## src/rtl/power_sequencer.sv

```systemverilog
// ============================================================================
// Module   : power_sequencer
// Purpose  : Debounced power-good sequencer: settle, image latch, loader
//            handshake, warm-up, READY, and bubble-access drain on power loss.
//            Optional build macro IMAGE_HOTSWAP_EN re-latches on DIP change.
// Revision : 1.0 - initial release
// ============================================================================
`default_nettype none

module power_sequencer #(
  parameter int SYNC_STAGES          = 3,
  parameter int DEBOUNCE_CYCLES      = 16,
  parameter int SETTLE_CYCLES        = 64,
  parameter int WARMUP_CYCLES        = 128,
  parameter int LOAD_TIMEOUT_CYCLES  = 1024,
  parameter int DRAIN_TIMEOUT_CYCLES = 256,
  parameter int IMAGE_BITS           = 3,
  parameter int CNT_WIDTH            = 29
) (
  input  logic                  master_clock,
  input  logic                  master_reset,
  input  logic                  power_good,
  input  logic [IMAGE_BITS-1:0] image_dip_switch,
  input  logic                  image_load_ack,
  input  logic                  bubble_busy,
  output logic                  temperature_low,
  output logic                  bubble_module_enable,
  output logic [IMAGE_BITS-1:0] image_number,
  output logic                  image_load_req,
  output logic                  seq_fault,
  output logic [2:0]            seq_state
);

  typedef enum logic [2:0] {
    S_OFF    = 3'd0,
    S_SETTLE = 3'd1,
    S_LATCH  = 3'd2,
    S_WARMUP = 3'd3,
    S_RUN    = 3'd4,
    S_DRAIN  = 3'd5,
    S_FAULT  = 3'd6
  } state_t;

  localparam int c_db_w = $clog2(DEBOUNCE_CYCLES + 1);
  localparam logic [c_db_w-1:0]    c_db_last     = c_db_w'(DEBOUNCE_CYCLES - 1);
  localparam logic [CNT_WIDTH-1:0] c_settle_last = CNT_WIDTH'(SETTLE_CYCLES - 1);
  localparam logic [CNT_WIDTH-1:0] c_warm_last   = CNT_WIDTH'(WARMUP_CYCLES - 1);
  localparam logic [CNT_WIDTH-1:0] c_load_last   = CNT_WIDTH'(LOAD_TIMEOUT_CYCLES - 1);
  localparam logic [CNT_WIDTH-1:0] c_drain_last  = CNT_WIDTH'(DRAIN_TIMEOUT_CYCLES - 1);
  localparam logic [CNT_WIDTH-1:0] c_cnt_max     = '1;

  state_t                 r_state;
  state_t                 w_next;
  state_t                 w_drain_exit;
  logic                   w_hs_trigger;
  logic [SYNC_STAGES-1:0] r_pg_sync;
  logic [IMAGE_BITS-1:0]  r_dip_sync [SYNC_STAGES];
  logic                   w_pg_synced;
  logic [IMAGE_BITS-1:0]  w_dip_synced;
  logic                   r_pg_int;
  logic [c_db_w-1:0]      r_db_cnt;
  logic [CNT_WIDTH-1:0]   r_cnt;
  logic                   r_temp_low;
  logic                   r_enable_n;
  logic [IMAGE_BITS-1:0]  r_image;
  logic                   r_req;
  logic                   r_fault;

  assign w_pg_synced  = r_pg_sync[SYNC_STAGES-1];
  assign w_dip_synced = r_dip_sync[SYNC_STAGES-1];

  always_ff @(posedge master_clock or posedge master_reset) begin
    if (master_reset) begin
      r_pg_sync <= '0;
      for (int i = 0; i < SYNC_STAGES; i++) r_dip_sync[i] <= '0;
    end else begin
      r_pg_sync     <= {r_pg_sync[SYNC_STAGES-2:0], power_good};
      r_dip_sync[0] <= image_dip_switch;
      for (int i = 1; i < SYNC_STAGES; i++) r_dip_sync[i] <= r_dip_sync[i-1];
    end
  end

  // Any cycle where the synced level agrees with pg_int restarts the count
  always_ff @(posedge master_clock or posedge master_reset) begin
    if (master_reset) begin
      r_pg_int <= 1'b0;
      r_db_cnt <= '0;
    end else if (w_pg_synced != r_pg_int) begin
      if (r_db_cnt == c_db_last) begin
        r_pg_int <= w_pg_synced;
        r_db_cnt <= '0;
      end else begin
        r_db_cnt <= r_db_cnt + c_db_w'(1);
      end
    end else begin
      r_db_cnt <= '0;
    end
  end

`ifdef IMAGE_HOTSWAP_EN
  logic [c_db_w-1:0] r_hs_cnt;
  logic              r_hs_pending;
  logic              w_dip_mismatch;

  assign w_dip_mismatch = (~w_dip_synced != r_image);
  assign w_hs_trigger   = (r_state == S_RUN) && w_dip_mismatch && (r_hs_cnt == c_db_last);
  assign w_drain_exit   = (r_hs_pending && r_pg_int) ? S_SETTLE : S_OFF;

  always_ff @(posedge master_clock or posedge master_reset) begin
    if (master_reset) begin
      r_hs_cnt     <= '0;
      r_hs_pending <= 1'b0;
    end else begin
      if ((r_state == S_RUN) && w_dip_mismatch) begin
        if (r_hs_cnt != c_db_last) r_hs_cnt <= r_hs_cnt + c_db_w'(1);
      end else begin
        r_hs_cnt <= '0;
      end
      if (w_hs_trigger && r_pg_int)
        r_hs_pending <= 1'b1;
      else if ((r_state == S_DRAIN) && (w_next != S_DRAIN))
        r_hs_pending <= 1'b0;
    end
  end
`else
  assign w_hs_trigger = 1'b0;
  assign w_drain_exit = S_OFF;
`endif

  always_comb begin
    w_next = r_state;
    case (r_state)
      S_OFF:    if (r_pg_int) w_next = S_SETTLE;
      S_SETTLE: if (!r_pg_int) w_next = S_OFF;
                else if (r_cnt >= c_settle_last) w_next = S_LATCH;
      S_LATCH:  if (!r_pg_int) w_next = S_OFF;
                else if (image_load_ack) w_next = S_WARMUP;
                else if (r_cnt >= c_load_last) w_next = S_FAULT;
      S_WARMUP: if (!r_pg_int) w_next = S_OFF;
                else if (r_cnt >= c_warm_last) w_next = S_RUN;
      S_RUN:    if (!r_pg_int || w_hs_trigger) w_next = S_DRAIN;
      S_DRAIN:  if (!bubble_busy || (r_cnt >= c_drain_last)) w_next = w_drain_exit;
      S_FAULT:  if (!r_pg_int) w_next = S_OFF;
      default:  w_next = S_OFF;
    endcase
  end

  always_ff @(posedge master_clock or posedge master_reset) begin
    if (master_reset) begin
      r_state <= S_OFF;
      r_cnt   <= '0;
    end else begin
      r_state <= w_next;
      if (w_next != r_state)
        r_cnt <= '0;
      else if (r_cnt != c_cnt_max)
        r_cnt <= r_cnt + CNT_WIDTH'(1);
    end
  end

  // READY lags the state by one cycle so it stays up through the DRAIN entry cycle
  always_ff @(posedge master_clock or posedge master_reset) begin
    if (master_reset) begin
      r_temp_low <= 1'b0;
      r_enable_n <= 1'b1;
      r_image    <= '0;
      r_req      <= 1'b0;
      r_fault    <= 1'b0;
    end else begin
      r_temp_low <= (r_state == S_RUN);
      r_enable_n <= !((w_next == S_RUN) || (w_next == S_DRAIN));
      r_req      <= (r_state == S_LATCH) && (w_next == S_LATCH);
      r_fault    <= (w_next == S_FAULT);
      if ((w_next == S_LATCH) && (r_state != S_LATCH))
        r_image <= ~w_dip_synced;
    end
  end

  assign temperature_low      = r_temp_low;
  assign bubble_module_enable = r_enable_n;
  assign image_number         = r_image;
  assign image_load_req       = r_req;
  assign seq_fault            = r_fault;
  assign seq_state            = r_state;

endmodule

`default_nettype wire

```

## config.mk

```make
export PLATFORM = sky130hd
export DESIGN_NAME = power_sequencer
export DESIGN_NICKNAME = d
export VERILOG_FILES = /design/src/rtl/power_sequencer.sv
export SDC_FILE = /design/constraint.sdc
export NUM_CORES = 1
export LEC_CHECK = 0
export ABC_CLOCK_PERIOD_IN_PS = 3100
export BUFFER_PORTS_ARGS = -buffer_cell sky130_fd_sc_hd__buf_4
export CAP_MARGIN = 20
export CORE_UTILIZATION = 55
export CTS_CLUSTER_SIZE = 14
export DETAILED_ROUTE_END_ITERATION = 12
export GPL_TIMING_DRIVEN = 0
export PLACE_DENSITY = 0.73
export REMOVE_ABC_BUFFERS = 1
export SLEW_MARGIN = 15
export SYNTH_ARGS = -nofsm -noshare
export SYNTH_HDL_FRONTEND = slang
export SYNTH_SLANG_ARGS = --single-unit
```

## constraint.sdc

```tcl
create_clock -name master_clock -period 3.1 [get_ports master_clock]
set_input_delay 0 -clock master_clock [delete_from_list [all_inputs] [get_ports master_clock]]
set_output_delay 0 -clock master_clock [all_outputs]
set_load 0.02 [all_outputs]
```

==> flow_summary.ini, run 1 <==
[die]
die_area_um2 = 5430
die_x_um = 73.7
pin_count = 18
row_count = 25
die_h_um = 73.7
start_util_pct = 58.3
core_um2 = 4850

[clocking]
htreeDepth = 3
cts.reportedPaths.clkPinSlew_ps = 70
clockBufferDepth = 2
root_buffer = clkbuf_8
clock_sinks = 57
numCtsBuffers = 9
cts_tree = done
worst_skew_pair.late_latency_ps = 330

[power]
power.density_nw_per_um2 = 622
p_leak_uw = 0.00153
max-vdd-ir-drop_mv = 0.366

[global_route]
grt_overflow = 0
grt_usage_pct = 23.4
grt_pass1_wl_um = 9470
antenna_found_initial = 0
grt_start_max_net_pins = 36
grt_pass1_vias = 2047

[final_layout]
multi_input_area_um2 = 1300
n_fill_cell = 375
syn_to_final_growth_pct = 16.4
postLayoutCoreUtil_pct = 67.9
ff_latch_area_um2 = 1430
antenna_cells = 0
layout-drive-gt1-share_pct = 11.9
final_nets = 315

[sta]
tightest_slew_ps = 1050
fmax_mhz = 346
skew_ps = 7.90
drv_slew = 0
setup_viol = 0
finalHoldViolations = 0
tns_ps = 0
period_share_pct = 93.3
period_needed_ps = 2890
slew_headroom_pct = 29.9
whs_ps = 32.5
rsz0062_at_grt = no

[placed_design]
io_buffers = 17
routabilityCongestion = 0.835
dpl.hpwl_um = 3760

[logic_synthesis]
synth_top_area_share_pct = 49.6
ys_seq_area_share_pct = 50.5
synth_seq_cells = 57
synth_enable_flop_cells = 0
synth_common_cells = 56 x dfrtp_1, 33 x nor2_1, 21 x nand2_1
postSynthCellCount = 284
ys_async_sr_fraction_pct = 100
synth_ff_type = dfrtp_1
post-synth-top-count-cell = dfrtp_1
synth.distinct_cells = 51
yosys.area.top_type = dfrtp_1
netlist_top_cells_area = dfrtp_1 50%, xor2_1 5.6%, nor2_1 4.4%, nand2_1 2.8%, nand4_1 2.2%
syn_area_um2 = 2830
syn-mean-instance-area_um2 = 9.95
yosysWarnings = 0

[critical_path]
start_kind = flop
cp_max_fo = 29
worstSetupEndpointType = flop
crit_family = compound AO/OA/AOI/OAI gates
slowest_stage = a221o_1
crit_required_ps = 3330
crit_buf_inv = 0
critical_path.max_stage_delay_ps = 720
crit_start = r_cnt[28]$_DFFE_PP0P_
cp.arrival_ps = 3130
rr_startpoint = r_cnt[28]$_DFFE_PP0P_
path_cells = nor4_1 -> nand4_1 -> or2_1 -> a211o_1 -> a221o_1 -> a211oi_1
crit_type = flop to flop

[detailed_routing]
wl_um = 5710
drc = 0
drtIter0Drc = 143
num_vias = 2174
via_per_inst = 5.77
wl_per_cell_um = 15.1
dr.pass1.iters = 4
ant_nets = 0

[hold_path]
min_path_type = input port to flop
hp-start = image_load_ack

[status]
status = complete, no violations

[flow_run]
maxCapViolations = 0
==> through the flow <==
stage               cells  cell area, um^2  total power, uW  setup WS, ps
CTS                   377             3290             2060           208
finish                377             3290             2050           208
detailed placement    356             3000             1200           211
global placement      355             2980             1190           268
floorplan             271             2770             1100           697
global route          377             3290             2140          17.7
==> power breakdown <==
group	switching [uW]	internal (uW)
logic	201	122
clock network	300	555
registers	62.4	805
==> repair_timing <==
action / CTS / global route
hold endpoints to repair: 26 / 0
setup buffers: 0 / 0
hold buffers: 5 / 0
resized for setup: 0 / 0
==> area by class of cell <==
type | instances | share of cell area, %
tap | 67 | 2.55
clock buffer | 11 | 4.30
multi-input combinational | 204 | 39.5
timing repair buffer | 23 | 6.01
inverter | 10 | 1.14
clock inverter | 5 | 3.12
sequential | 57 | 43.4
==> logic make-up (layout without fill, tap and decap cells) <==
family | after synthesis | in the layout | share of synthesized area (%)
adder cells (fa/ha/maj) | 2 | 2 | 0.885
AO/OA/AOI/OAI | 53 | 53 | 13.6
flip-flops | 57 | 57 | 50.5
XOR/XNOR | 24 | 24 | 7.44
multiplexers | 3 | 3 | 1.06
AND/OR/NAND/NOR | 122 | 122 | 23.0
buffers and inverters | 23 | 49 | 3.50
==> cells in the final DEF (no fill, tap or decap), types with 5 or more instances in the layout <==
master          n
a211oi_1        6
a21oi_1        11
and2_1          5
and3_1          6
and4_1          5
buf_4          17
clkbuf_8       10
dfrtp_1        56
dlygate4sd3_1   5
inv_1           8
nand2_1        21
nand3_1        10
nand4_1        10
nor2_1         33
nor4_1          5
o21ai_0         5
xnor2_1         6
xor2_1         18
==> worst min-delay path: stages <==
cell and delay [ps]:
buf_4 80, nand2b_1 80, nand2_1 100, nor3_1 60
==> metal layers <==
layer | vias up | track usage, % | part of all wire [%]
li1 | 1067 | - | -
met1 | 1061 | 32.0 | 48
met2 | 34 | 36.1 | 47
met3 | 12 | 4.53 | 2.7
met4 | 0 | 10.9 | 1.9
met5 | - | 0 | 0
==> state kept, by name, indices dropped and copies added, names as in the netlist <==
name,flops
seq_fault,1
r_pg_sync,3
temperature_low,1
w_dip_synced,3
image_load_req,1
seq_state,3
bubble_module_enable,1
r_cnt,29
r_db_cnt,5
r_dip_sync,6
image_number,3
r_pg_int,1
==> worst paths after layout <==
check                           slack [ps]  cells after the start                             end
worst max-delay path                   210                      6            r_cnt[6]$_DFFE_PP0P_
worst max register to register         210                      6            r_cnt[6]$_DFFE_PP0P_
worst min register to register         350                      0          r_pg_sync[1]$_DFF_PP0_
worst min-delay path                    30                      4             seq_fault$_DFF_PP0_
min in group asynchronous              270                      3           r_cnt[24]$_DFFE_PP0P_
max in group asynchronous             2210                      4  bubble_module_enable$_DFF_PP1_
(Power assumes the default switching activity.)
==> run 2: changes to the inputs <==
- CORE_ASPECT_RATIO: default -> 1.25
==> run 2 against run 1 <==
Net effect: critical path depth grew 1; fmax grew 7.8%; routed wire length is essentially flat; non-clock buffer count grew 2; setup slack gained 210 ps; clock power shrank 17%; clock skew grew 2.3 ps; critical path type unchanged; critical endpoint is now r_cnt[26]$_DFFE_PP0P_.
==> flow_summary.ini, run 2 (synthesis results as in run 1) <==
[power]
p_int_uw = 1350
clock_power_share_pct = 36.3
power.density_nw_per_um2 = 593
p_comb_share_pct = 19.1
pwr-share-seq_pct = 44.6
p_switching_uw = 591
max-vdd-ir-drop_mv = 0.327
swShare_pct = 30.4
p_leak_uw = 0.00152

[sta]
skew_ps = 10.2
drv_slew = 0
tightest_slew_ps = 567
period_needed_ps = 2680
finalHoldViolations = 0
whs_ps = 258
rsz0062_at_grt = no
period_share_pct = 86.6
tns_ps = 0
fmax_mhz = 373
setup_viol = 0
slew_headroom_pct = 61.7

[die]
die_h_um = 82.2
die_x_um = 66.1
die_area_um2 = 5430
core_um2 = 4830
row_count = 28
pin_count = 18
start_util_pct = 58.5

[global_route]
grt_start_max_net_pins = 35
grtUsageMet3_pct = 3.98
grt_pass1_vias = 2157
grt_usage_pct = 24.1
grt_overflow = 0
top_usage_layer = met2
met1_usage_pct = 29.9
antenna_found_initial = 0
grt_pass1_wl_um = 9690
use_met2_pct = 39.8

[critical_path]
worstSetupEndpointType = flop
crit_buf_inv = 1
start_kind = flop
critical_path.max_stage_delay_ps = 530
crit_required_ps = 3360
ff2ff_setup_slack_ps = 420
cp_max_fo = 23
crit_type = flop to flop
cp.arrival_ps = 2940
crit_family = simple AND/OR/NAND/NOR gates
path_cells = nor4_1 -> nand4_1 -> or2_1 -> a211o_1 -> a221o_1 -> buf_16 -> a21oi_1
slowest_stage = dfrtp_1

[detailed_routing]
via_per_inst = 5.97
wl_per_cell_um = 15.3
drtIter0Drc = 119
dr.pass1.iters = 5
wl_um = 5700
drc = 0
ant_nets = 0
num_vias = 2222

[placed_design]
routabilityCongestion = 0.843
dpl.hpwl_um = 3800
io_buffers = 17

[final_layout]
layout-drive-gt1-share_pct = 12.5
final_nets = 317
syn_to_final_growth_pct = 16.1
largest_register_ffs = 29
antenna_cells = 0
final_common_cell = dfrtp_1
final_cell_mix = 56 x dfrtp_1, 33 x nor2_1, 21 x nand2_1
regMostFlops = r_cnt
reg_top3 = r_cnt: 29 flops, r_dip_sync: 6 flops, r_db_cnt: 5 flops

[clocking]
numCtsBuffers = 9
clock_sinks = 57
cts_tree = done
htreeDepth = 3
cts.repair.resized = 0
clockBufferDepth = 2
worst_skew_pair.late_latency_ps = 340
root_buffer = clkbuf_8
cts.reportedPaths.clkPinSlew_ps = 70

[hold_path]
min_path_type = input port to asynchronous set/reset pin

[flow_run]
maxCapViolations = 0

[status]
status = complete, no violations
## run 2: changes by cell type in the layout (fill, tap and decap cells not counted), sizes merged
cell / before / now
clkbuf: 11 / 10
dlygate4sd3: 5 / 6
clkinvlp: 1 / 2
bufinv: 3 / 1
clkinv: 2 / 4
buf: 18 / 19
## run 2: final timing paths
path | from | cells past startpoint | to
min in group master_clock | image_dip_switch[0] | 2 | r_dip_sync[6]$_DFF_PP0_
min reg2reg | r_dip_sync[5]$_DFF_PP0_ | 0 | w_dip_synced[2]$_DFF_PP0_
max | r_cnt[28]$_DFFE_PP0P_ | 7 | r_cnt[26]$_DFFE_PP0P_
min | master_reset | 3 | r_cnt[27]$_DFFE_PP0P_
max in group asynchronous | master_reset | 4 | bubble_module_enable$_DFF_PP1_
max reg2reg | r_cnt[28]$_DFFE_PP0P_ | 7 | r_cnt[26]$_DFFE_PP0P_
## run 2: layout make-up
class,instances,area [um^2]
Fill cell,397,1550
Sequential cell,57,1430
Multi-Input combinational cell,204,1300
Timing Repair Buffer,25,235
Clock buffer,10,138
Tap cell,60,75.1
Clock inverter,6,67.6
Inverter,10,37.5
## run 2: worst register-to-register path, delay by kind of cell, from the launching register on
family / cells / cell delay (ps)
buffers and inverters: 1 / 230
DFF: 1 / 530
and+or+nand+nor: 3 / 920
AOI/OAI and AO/OA: 3 / 920
## run 2: power groups by stage
stage          Combinational (uW)  Clock (uW)  Sequential (uW)
2_1_floorplan                 209           0              887
3_3_place_gp                  318           0              880
3_5_place_dp                  324           0              882
4_1_cts                       332         718              868
5_1_grt                       412         761              878
6_report                      371         707              868
## run 2: what timing repair did
action,in CTS,in global routing
hold buffers,6,0
setup buffers,0,0
endpoints found under the hold margin,28,0
## run 2: metal layers
| metal | part of all wire [%] | routed length (um) |
|---|---|---|
| met1 | 45 | 2550 |
| met2 | 50 | 2850 |
| met3 | 2.8 | 157 |
| met4 | 2.5 | 143 |
| met5 | 0 | 0 |
## run 2: stage by stage
step	total power [uW]	cells	worst slack (ps)	util, %	instance area [um^2]
floorplan	1100	271	697	-	2770
global placement	1200	348	226	61.4	2970
detailed placement	1210	349	220	61.8	2990
CTS	1920	371	192	67.3	3250
global route	2050	372	212	67.9	3280
finish	1950	372	416	67.9	3280
==> run 3: changes to the inputs <==
- CORE_UTILIZATION: 55 -> 53
- PLACE_DENSITY: 0.73 -> 0.71
==> run 3 against run 2 <==
Net effect: register-to-register slack barely moved; cell count rose by 0.27%; sequential share of layout area rose by 0.32 points; die area rose by 3.7%; clock skew fell by 3.6 ps; clock power barely moved; clock-buffer cell count did not move; first-iteration DRC count rose by 55%; sequential power rose by 0.5%; sequential cell count did not move; critical endpoint is now r_cnt[6]$_DFFE_PP0P_; largest cell class unchanged.
==> flow_summary.ini, run 3 (synthesis results as in run 1) <==
[status]
status = complete, no violations

[final_layout]
ff_latch_area_um2 = 1430
final_common_cell = dfrtp_1
final_nets = 316
layout-drive-gt1-share_pct = 12.5
reg_top3 = r_cnt: 29 flops, r_dip_sync: 6 flops, r_db_cnt: 5 flops
postLayoutCoreUtil_pct = 63.7
antenna_cells = 0
largest_register_ffs = 29
syn_to_final_growth_pct = 15.2
n_fill_cell = 419
regMostFlops = r_cnt
multi_input_area_um2 = 1300
final_cell_mix = 56 x dfrtp_1, 33 x nor2_1, 21 x nand2_1

[detailed_routing]
via_per_inst = 5.98
wl_per_cell_um = 16.0
drc = 0
wl_um = 5970
drtIter0Drc = 185
dr.pass1.iters = 5
num_vias = 2231
ant_nets = 0

[global_route]
grt_usage_pct = 24.8
use_met2_pct = 38.5
met1_usage_pct = 30.7
antenna_found_initial = 0
top_usage_layer = met2
grt_pass1_wl_um = 10300
grt_overflow = 0
grtUsageMet3_pct = 6.15
grt_start_max_net_pins = 38
grt_pass1_vias = 2237

[clocking]
cts.reportedPaths.clkPinSlew_ps = 70
clockBufferDepth = 2
numCtsBuffers = 9
htreeDepth = 3
cts_tree = done
worst_skew_pair.late_latency_ps = 340
clock_sinks = 57
root_buffer = clkbuf_8

[sta]
drv_slew = 0
period_needed_ps = 2700
rsz0062_at_grt = no
period_share_pct = 87.1
tns_ps = 0
slew_headroom_pct = 60.8
setup_viol = 0
fmax_mhz = 371
finalHoldViolations = 0
tightest_slew_ps = 588
skew_ps = 6.53

[power]
max-vdd-ir-drop_mv = 0.338
p_leak_uw = 0.00151
swShare_pct = 30.8
p_int_uw = 1320
power.density_nw_per_um2 = 587
clock_power_share_pct = 37.1
p_switching_uw = 589
p_comb_share_pct = 17.3
pwr-share-seq_pct = 45.6

[critical_path]
crit_required_ps = 3350
crit_type = flop to flop
slowest_stage = a221o_2
rr_worst_depth = 6
cp.arrival_ps = 2950
cp_max_fo = 29
start_kind = flop
critical_path.max_stage_delay_ps = 620
path_cells = nor4_1 -> nand4_1 -> or2_1 -> a211o_1 -> a221o_2 -> a211oi_1
worstSetupEndpointType = flop

[hold_path]
min_path_type = input port to asynchronous set/reset pin

[die]
die_h_um = 83.6
start_util_pct = 55.2
core_um2 = 5120
die_area_um2 = 5630
row_count = 29
pin_count = 18
die_x_um = 67.3

[placed_design]
dpl.hpwl_um = 3930
routabilityCongestion = 0.805
io_buffers = 17

[flow_run]
maxCapViolations = 0
run 3: changes by cell type in the layout (fill, tap and decap cells not counted), sizes merged:
cell and change:
buf -1
run 3: final timing paths:
path | startpoint | end | slack [ps]
setup / recovery | r_cnt[16]$_DFFE_PP0P_ | r_cnt[6]$_DFFE_PP0P_ | 400
hold / removal | master_reset | r_cnt[20]$_DFFE_PP0P_ | 230
setup reg to reg | r_cnt[16]$_DFFE_PP0P_ | r_cnt[6]$_DFFE_PP0P_ | 400
hold reg to reg | r_dip_sync[5]$_DFF_PP0_ | w_dip_synced[2]$_DFF_PP0_ | 340
max in group asynchronous | master_reset | bubble_module_enable$_DFF_PP1_ | 2260
min in group master_clock | image_dip_switch[2] | r_dip_sync[8]$_DFF_PP0_ | 310
run 3: metrics by stage:
stage | total power (uW) | setup slack (ps) | hold slack [ps] | std cells | cell area (um^2)
3_3_place_gp | 1200 | 242 | 109 | 350 | 2970
5_1_grt | 2010 | 155 | 265 | 373 | 3260
4_1_cts | 1930 | 186 | 231 | 373 | 3260
3_5_place_dp | 1210 | 193 | 51.2 | 351 | 2990
2_1_floorplan | 1100 | 697 | 31.4 | 271 | 2770
6_report | 1910 | 401 | 232 | 373 | 3260
run 3: power groups by stage:
| stage | logic, uW | registers [uW] | clock network, uW |
|---|---|---|---|
| 2_1_floorplan | 209 | 887 | 0 |
| 3_3_place_gp | 317 | 880 | 0 |
| 3_5_place_dp | 327 | 884 | 0 |
| 4_1_cts | 333 | 871 | 725 |
| 5_1_grt | 369 | 881 | 764 |
| 6_report | 331 | 872 | 708 |
run 3: final cells by class:
cell class / instances / share of cell area [%]
clock inverter: 6 / 2.07
multi-input combinational: 204 / 40.0
clock buffer: 10 / 4.23
tap: 62 / 2.38
timing repair buffer: 24 / 6.38
inverter: 10 / 1.15
sequential: 57 / 43.8
run 3: layer usage:
| metal | wire (um) | share of wire [%] |
|---|---|---|
| met5 | 0 | 0 |
| met4 | 140 | 2.3 |
| met3 | 232 | 3.9 |
| met2 | 3070 | 51 |
| met1 | 2530 | 42 |
run 3: timing repair:
action                                  CTS  global route
setup buffers                             0             0
resized for setup                         0             1
hold endpoints to repair                 25             0
hold buffers                              6             0
endpoints found under the setup margin    0             2
run 3: worst max-delay path: cells and delay by family, from the launching register on:
family	cells	cell delay, ps
AND/OR/NAND/NOR	3	1020
flip-flops	1	420
AO/OA/AOI/OAI	3	1180
